==> config.mk <==
export PLATFORM = sky130hd
export DESIGN_NAME = m68k_bus_sequencer_flat
export DESIGN_NICKNAME = d
export VERILOG_FILES = /design/src/rtl/m68k_bus_pkg.sv /design/src/rtl/m68k_bus_sequencer_if.sv /design/src/rtl/m68k_bus_sequencer_sync.sv /design/src/rtl/m68k_bus_sequencer.sv /design/src/flat_wrapper.sv
export SDC_FILE = /design/constraint.sdc
export NUM_CORES = 1
export LEC_CHECK = 0
export ABC_CLOCK_PERIOD_IN_PS = 2000
export CAP_MARGIN = 10
export CORE_ASPECT_RATIO = 1.75
export CORE_MARGIN = 2
export CORE_UTILIZATION = 42
export CTS_BUF_LIST = sky130_fd_sc_hd__clkbuf_16
export DETAILED_ROUTE_END_ITERATION = 7
export GPL_ROUTABILITY_DRIVEN = 0
export PLACE_DENSITY = 0.84
export RECOVER_POWER = 25
export SETUP_SLACK_MARGIN = 0.02
export SLEW_MARGIN = 5
export SYNTH_ARGS = -nofsm -noshare
export SYNTH_HDL_FRONTEND = slang
export SYNTH_HIERARCHICAL = 1
export SYNTH_SLANG_ARGS = --single-unit
==> constraint.sdc <==
create_clock -name clk -period 2 [get_ports clk]
set_clock_uncertainty 0.2 [all_clocks]
set_input_delay 0.4 -clock clk [delete_from_list [all_inputs] [get_ports clk]]
set_output_delay 0.4 -clock clk [all_outputs]
set_load 0.05 [all_outputs]
==> src/rtl/m68k_bus_pkg.sv <==
// m68k_bus_pkg: shared state encoding and constants for the 68000 bus sequencer
package m68k_bus_pkg;
   typedef enum logic [2:0] {IDLE, ADDR, STROBE, WAIT, DONE, RECOVER} state_t;
   localparam logic STROBE_OFF = 1'b1;
   function automatic int cnt_width(input int t);
      return t > 2 ? $clog2(t) : 1;
   endfunction
endpackage

==> src/rtl/m68k_bus_sequencer_if.sv <==
// m68k_bus_sequencer_if: j68 request side plus 68000 pad side of the bus sequencer
interface m68k_bus_sequencer_if;
   logic        cpu_rd_ena;
   logic        cpu_wr_ena;
   logic [1:0]  cpu_byte_ena;
   logic [31:0] cpu_address;
   logic [15:0] cpu_wr_data;
   logic [15:0] cpu_rd_data;
   logic        cpu_data_ack;
   logic        cpu_bus_err;
   logic [22:0] bus_addr;
   logic [15:0] bus_data_out;
   logic        bus_data_oe;
   logic [15:0] bus_data_in;
   logic        ASn;
   logic        R_Wn;
   logic        UDSn;
   logic        LDSn;
   logic        DTACKn;
   logic        BERRn;
   modport slave (
      input  cpu_rd_ena, cpu_wr_ena, cpu_byte_ena, cpu_address, cpu_wr_data, bus_data_in, DTACKn, BERRn,
      output cpu_rd_data, cpu_data_ack, cpu_bus_err, bus_addr, bus_data_out, bus_data_oe, ASn, R_Wn, UDSn, LDSn
   );
   modport master (
      output cpu_rd_ena, cpu_wr_ena, cpu_byte_ena, cpu_address, cpu_wr_data, bus_data_in, DTACKn, BERRn,
      input  cpu_rd_data, cpu_data_ack, cpu_bus_err, bus_addr, bus_data_out, bus_data_oe, ASn, R_Wn, UDSn, LDSn
   );
endinterface

==> src/rtl/m68k_bus_sequencer_sync.sv <==
// m68k_bus_sequencer_sync: W-bit multi-flop synchroniser; flops reset to 1 so active-low inputs start inactive
module m68k_bus_sequencer_sync #(
   parameter int STAGES = 2,
   parameter int W = 1
) (
   input  logic         clk,
   input  logic         rst,
   input  logic [W-1:0] d,
   output logic [W-1:0] q
);
   logic [STAGES-1:0][W-1:0] r;
   always_ff @(posedge clk) r <= rst ? '1 : {r[STAGES-2:0], d};
   assign q = r[STAGES-1];
endmodule

==> src/rtl/m68k_bus_sequencer.sv <==
// m68k_bus_sequencer: turns j68 synchronous requests into 68000 asynchronous bus cycles with a watchdog
module m68k_bus_sequencer
   import m68k_bus_pkg::*;
#(
   parameter int TIMEOUT_CYCLES = 256,
   parameter int SYNC_STAGES = 2
) (
   input logic clk,
   input logic rst,
   m68k_bus_sequencer_if.slave bus
);
   localparam int CW = cnt_width(TIMEOUT_CYCLES);
   localparam logic [CW-1:0] LAST = CW'(TIMEOUT_CYCLES - 1);
   state_t state;
   logic [CW-1:0] cnt;
   logic wr;
   logic [1:0] be;
   logic [1:0] sync_q;
   logic dtack_s, berr_s, resp, fail;
   m68k_bus_sequencer_sync #(.STAGES(SYNC_STAGES), .W(2)) u_sync (
      .clk(clk),
      .rst(rst),
      .d({bus.DTACKn, bus.BERRn}),
      .q(sync_q)
   );
   assign dtack_s = sync_q[1];
   assign berr_s = sync_q[0];
   // BERR outranks DTACK; a response-free exit is the watchdog and reports as an error
   assign resp = !berr_s || !dtack_s || cnt == LAST;
   assign fail = !berr_s || dtack_s;
   always_ff @(posedge clk) begin
      if (rst) begin
         state <= IDLE;
         cnt <= '0;
         wr <= 1'b0;
         be <= 2'b00;
         bus.ASn <= STROBE_OFF;
         bus.UDSn <= STROBE_OFF;
         bus.LDSn <= STROBE_OFF;
         bus.R_Wn <= 1'b1;
         bus.bus_data_oe <= 1'b0;
         bus.cpu_data_ack <= 1'b0;
         bus.cpu_bus_err <= 1'b0;
         bus.cpu_rd_data <= '0;
         bus.bus_addr <= '0;
         bus.bus_data_out <= '0;
      end else begin
         bus.cpu_data_ack <= 1'b0;
         bus.cpu_bus_err <= 1'b0;
         case (state)
            IDLE: if (bus.cpu_rd_ena || bus.cpu_wr_ena) begin
               state <= ADDR;
               wr <= bus.cpu_wr_ena;
               be <= bus.cpu_byte_ena;
               bus.bus_addr <= bus.cpu_address[23:1];
               bus.bus_data_out <= bus.cpu_wr_data;
               bus.R_Wn <= !bus.cpu_wr_ena;
               bus.bus_data_oe <= bus.cpu_wr_ena && |bus.cpu_byte_ena;
            end
            ADDR: if (be == 2'b00) begin
               state <= DONE;
               bus.cpu_data_ack <= 1'b1;
               bus.cpu_rd_data <= '0;
            end else begin
               state <= STROBE;
               cnt <= '0;
               bus.ASn <= 1'b0;
               bus.UDSn <= wr || !be[1];
               bus.LDSn <= wr || !be[0];
            end
            // write data strobes trail ASn by one cycle so the pad data is settled
            STROBE: begin
               state <= WAIT;
               cnt <= cnt + 1'b1;
               bus.UDSn <= !be[1];
               bus.LDSn <= !be[0];
            end
            WAIT: begin
               cnt <= cnt + 1'b1;
               if (resp) begin
                  state <= DONE;
                  bus.ASn <= STROBE_OFF;
                  bus.UDSn <= STROBE_OFF;
                  bus.LDSn <= STROBE_OFF;
                  bus.cpu_bus_err <= fail;
                  bus.cpu_data_ack <= !fail;
                  if (!fail && !wr) bus.cpu_rd_data <= bus.bus_data_in;
               end
            end
            DONE: begin
               state <= RECOVER;
               cnt <= '0;
               bus.R_Wn <= 1'b1;
               bus.bus_data_oe <= 1'b0;
            end
            RECOVER: begin
               cnt <= cnt + 1'b1;
               if ((dtack_s && berr_s) || cnt == LAST) state <= IDLE;
            end
            default: state <= IDLE;
         endcase
      end
   end
endmodule

==> src/flat_wrapper.sv <==
// flat-port wrapper written by rule: the top's interface ports become plain ports
module m68k_bus_sequencer_flat import m68k_bus_pkg::*;
#(
   parameter int TIMEOUT_CYCLES = 256,
   parameter int SYNC_STAGES = 2
)
  (clk, rst, bus_cpu_rd_ena, bus_cpu_wr_ena, bus_cpu_byte_ena, bus_cpu_address, bus_cpu_wr_data, bus_bus_data_in, bus_DTACKn, bus_BERRn, bus_cpu_rd_data, bus_cpu_data_ack, bus_cpu_bus_err, bus_bus_addr, bus_bus_data_out, bus_bus_data_oe, bus_ASn, bus_R_Wn, bus_UDSn, bus_LDSn);
  m68k_bus_sequencer_if bus_i ();
  input logic clk;
  input logic rst;
  input wire logic [$bits(bus_i.cpu_rd_ena)-1:0] bus_cpu_rd_ena;
  input wire logic [$bits(bus_i.cpu_wr_ena)-1:0] bus_cpu_wr_ena;
  input wire logic [$bits(bus_i.cpu_byte_ena)-1:0] bus_cpu_byte_ena;
  input wire logic [$bits(bus_i.cpu_address)-1:0] bus_cpu_address;
  input wire logic [$bits(bus_i.cpu_wr_data)-1:0] bus_cpu_wr_data;
  input wire logic [$bits(bus_i.bus_data_in)-1:0] bus_bus_data_in;
  input wire logic [$bits(bus_i.DTACKn)-1:0] bus_DTACKn;
  input wire logic [$bits(bus_i.BERRn)-1:0] bus_BERRn;
  output wire logic [$bits(bus_i.cpu_rd_data)-1:0] bus_cpu_rd_data;
  output wire logic [$bits(bus_i.cpu_data_ack)-1:0] bus_cpu_data_ack;
  output wire logic [$bits(bus_i.cpu_bus_err)-1:0] bus_cpu_bus_err;
  output wire logic [$bits(bus_i.bus_addr)-1:0] bus_bus_addr;
  output wire logic [$bits(bus_i.bus_data_out)-1:0] bus_bus_data_out;
  output wire logic [$bits(bus_i.bus_data_oe)-1:0] bus_bus_data_oe;
  output wire logic [$bits(bus_i.ASn)-1:0] bus_ASn;
  output wire logic [$bits(bus_i.R_Wn)-1:0] bus_R_Wn;
  output wire logic [$bits(bus_i.UDSn)-1:0] bus_UDSn;
  output wire logic [$bits(bus_i.LDSn)-1:0] bus_LDSn;
  assign bus_i.cpu_rd_ena = bus_cpu_rd_ena;
  assign bus_i.cpu_wr_ena = bus_cpu_wr_ena;
  assign bus_i.cpu_byte_ena = bus_cpu_byte_ena;
  assign bus_i.cpu_address = bus_cpu_address;
  assign bus_i.cpu_wr_data = bus_cpu_wr_data;
  assign bus_i.bus_data_in = bus_bus_data_in;
  assign bus_i.DTACKn = bus_DTACKn;
  assign bus_i.BERRn = bus_BERRn;
  assign bus_cpu_rd_data = bus_i.cpu_rd_data;
  assign bus_cpu_data_ack = bus_i.cpu_data_ack;
  assign bus_cpu_bus_err = bus_i.cpu_bus_err;
  assign bus_bus_addr = bus_i.bus_addr;
  assign bus_bus_data_out = bus_i.bus_data_out;
  assign bus_bus_data_oe = bus_i.bus_data_oe;
  assign bus_ASn = bus_i.ASn;
  assign bus_R_Wn = bus_i.R_Wn;
  assign bus_UDSn = bus_i.UDSn;
  assign bus_LDSn = bus_i.LDSn;
  m68k_bus_sequencer #(.TIMEOUT_CYCLES(TIMEOUT_CYCLES), .SYNC_STAGES(SYNC_STAGES)) u_core (.clk(clk), .rst(rst), .bus(bus_i));
endmodule
==> metrics.log <==
INFO  metric ctsRootBufferMaster = clkbuf_16
INFO  metric route.detailed.drc = 0
INFO  metric port_buffers = 124
INFO  metric post-synth-top-count-cell = nand2_1
INFO  metric min_to = u_core/u_sync/q[1]$_SDFF_PP1_
INFO  metric rr_endpoint = u_core/bus.cpu_rd_data[3]$_SDFFE_PP0P_
INFO  metric post_synth_instance_area = 0.00310 mm^2
INFO  metric post-route-period-util = 0.923
INFO  metric final-hold-violation-count = 0
INFO  metric holdBufCountCts = 0
INFO  metric timing.slew.headroom = 0.199
INFO  metric insertion_delay = 0.33 ns
INFO  metric floorplan.core_area = 0.00718 mm^2
INFO  metric synth_enable_flop_cells = 0
INFO  metric final-setup-viol-count = 0
INFO  metric synth_seq_cells = 80
INFO  metric postLayoutCellArea = 0.00451 mm^2
INFO  metric cts.repair_timing.setup_buffer_count = 0
INFO  metric min_delay_path_depth = 1
INFO  metric yosysWarnings = 6
INFO  metric postSynthCellCount = 381
INFO  metric fin_nets = 579
INFO  metric tritoncts = done
INFO  metric floorplan.die.height = 118 um
INFO  metric unrepaired_setup_endpoints_after_global_routing = false
INFO  metric worst_hold_class = register to register
INFO  metric vias = 3,083
INFO  metric finalNonFillerCells = 597
INFO  metric detail_route.iter0.violations = 210
INFO  metric initial_utilization = 0.431
INFO  metric cp-end-kind = register
INFO  metric clkSinkCount = 80
INFO  metric netlist-cell-type-count = 42
INFO  metric layout-drive-gt1-share = 0.133
INFO  metric synthFlopType = dfxtp_1
INFO  metric power.density = 1070 mW/mm^2
INFO  metric syn_avg_cell_area = 8.13 um^2
INFO  metric max_cap_violations = 0
INFO  metric vdd_ir_drop_max = 763 uV
INFO  metric r2r_cells = 5
INFO  metric dr.pass1.iters = 5
INFO  metric yosys-top-cells-area = dfxtp_1 52%, nand2_1 13%, a21oi_1 10%
INFO  metric min_from = u_core/u_sync/r[1]$_SDFF_PP1_
INFO  metric critical_path_required = 2.06 ns
INFO  metric syn_nets = 454
INFO  metric design.die.area = 0.00810 mm^2
INFO  metric run_status = completed
INFO  metric final_core_util = 0.628
INFO  metric grt_pass1_vias = 2,979
INFO  metric dp_cells = 581
INFO  metric fin_crit = 1.85 ns
INFO  metric async_reset_ff_frac = 0
INFO  metric total_wirelength = 8390 um
INFO  metric seq_area_frac_synth = 0.517
INFO  metric std_cell_rows = 41
INFO  metric timing.setup.tns = 0 ns
INFO  metric r2r_start = u_core/state[1]$_SDFFE_PP0P_
INFO  metric grt_util_all_layers = 0.217
INFO  metric grt_start_max_net_pins = 42
INFO  metric routedWlPerCell = 14.1 um
INFO  metric grt_first_pass_wirelength = 13,300 um
INFO  metric p_leak = 1.75 nW
INFO  metric synthToLayoutAreaGrowth = 45.5%
INFO  metric synthDominantAreaCellType = dfxtp_1
INFO  metric avgViaCountPerCell = 5.16
INFO  metric initial_antenna_violation_count = 0
INFO  metric ctsLongestPathBuffers = 2
INFO  metric path_class = register to register
INFO  metric yosys-top-cells-count = 107 x nand2_1, 80 x dfxtp_1, 63 x a21oi_1
INFO  metric gr-total-overflow = 0
INFO  metric r2r_slack = 0.15 ns
INFO  metric cts_made_buffers = 9
INFO  metric h_tree_levels = 3
INFO  metric critPathArrivalTime = 1.91 ns
INFO  metric fmax = 542 MHz
INFO  metric yosys.area.top_type_share = 0.517
INFO  metric cp-start-kind = register
INFO  metric io_pins = 134
INFO  metric report.final.slew_viol_count = 0
INFO  metric antenna_violating_nets_post_route = 0
INFO  metric placedInstanceArea = 0.00431 mm^2
INFO  metric n_antenna_cell = 0
INFO  metric tightest_slew = 1.20 ns
INFO  metric die-width = 68.9 um
INFO  metric detailed_place_hpwl = 6060 um
INFO  metric total_power = 4.82 mW
INFO  metric timing.critical_path.fanout_max = 16
INFO  metric clk_pin_slew = 0.06 ns
[worst max-delay path, cell delays in order, from the launching register on]
cell	delay [ns]
dfxtp_1	0.39
buf_4	0.19
nor3_1	0.28
o21a_2	0.39
nand3_1	0.15
a21oi_1	0.17
[metal layers]
layer | routed length, um | vias to the layer above | GRT usage | share of wire
li1 | - | 1536 | - | -
met1 | 3130 | 1407 | 0.222 | 0.37
met3 | 594 | 17 | 0.0621 | 0.071
met5 | 0 | - | 0 | 0
met4 | 263 | 0 | 0.118 | 0.031
met2 | 4400 | 123 | 0.375 | 0.52
[final cells by class]
type,count,area [um^2]
inverters,4,15.0
clock buffers,9,225
repair buffers,138,1090
flip-flops and latches,80,1600
fillers,652,2680
multi-input cells,273,1380
well taps,86,108
clock inverters,7,87.6
[kinds of logic after synthesis]
group / share of synthesized area
compound gates: 0.174
xor+xnor: 0.0113
fa+ha+maj: 0.00404
buf+inv: 0.0412
flops: 0.517
mux: 0.0129
simple gates: 0.239
[layout by cell type, fill, tap and decap left out, types with 6 or more instances in the layout]
cell / n
buf_4: 42
clkbuf_16: 9
clkbuf_1: 33
a21oi_1: 63
dfxtp_1: 80
nand2_1: 107
clkdlybuf4s50_1: 60
nand3_1: 13
a211oi_1: 6
nand2b_1: 6
nor2_1: 24
[where the power goes]
group	leakage [nW]	internal [mW]	switching, mW
Combinational	0.949	0.420	0.860
Sequential	0.655	1.74	0.0901
Clock	0.150	1.08	0.623
[metrics by stage]
stage | hold slack, ns | worst slack (ns)
CTS | 0.220 | 0.0510
global route | 0.228 | 0.0128
floorplan | 0.183 | 0.371
global placement | 0.196 | 0.111
detailed placement | 0.207 | 0.0680
finish | 0.219 | 0.154
[what timing repair did]
action | CTS | global route
hold endpoints to repair | 0 | 0
resized for setup | 0 | 1
setup endpoints to repair | 0 | 10
[state kept, by name (all words and copies together) (netlist names)]
register                 flops
u_core/bus.bus_addr         23
u_core/bus.bus_data_out     16
u_core/bus.cpu_rd_data      16
u_core/cnt                   8
u_core/state                 3
u_core/be                    2
u_core/u_sync/q              2
u_core/u_sync/r              2
u_core/bus.ASn               1
u_core/bus.LDSn              1
u_core/bus.R_Wn              1
u_core/bus.UDSn              1
u_core/bus.bus_data_oe       1
u_core/bus.cpu_bus_err       1
u_core/bus.cpu_data_ack      1
u_core/wr                    1
[how the worst max path moves through the flow]
stage / startpoint / to / slack [ns] / depth (start not counted)
floorplan: u_core/state[2]$_SDFFE_PP0P_ / u_core/cnt[7]$_SDFFE_PP0P_ / 0.37 / 5
global placement: bus_cpu_wr_ena / u_core/bus.bus_addr[11]$_SDFFE_PP0P_ / 0.11 / 6
detailed placement: bus_cpu_wr_ena / u_core/bus.bus_addr[10]$_SDFFE_PP0P_ / 0.07 / 6
CTS: u_core/state[1]$_SDFFE_PP0P_ / u_core/bus.cpu_rd_data[3]$_SDFFE_PP0P_ / 0.05 / 4
global route: u_core/state[1]$_SDFFE_PP0P_ / u_core/bus.cpu_rd_data[3]$_SDFFE_PP0P_ / 0.01 / 4
finish: u_core/state[1]$_SDFFE_PP0P_ / u_core/bus.cpu_rd_data[3]$_SDFFE_PP0P_ / 0.15 / 5
(Power assumes the default switching activity.)
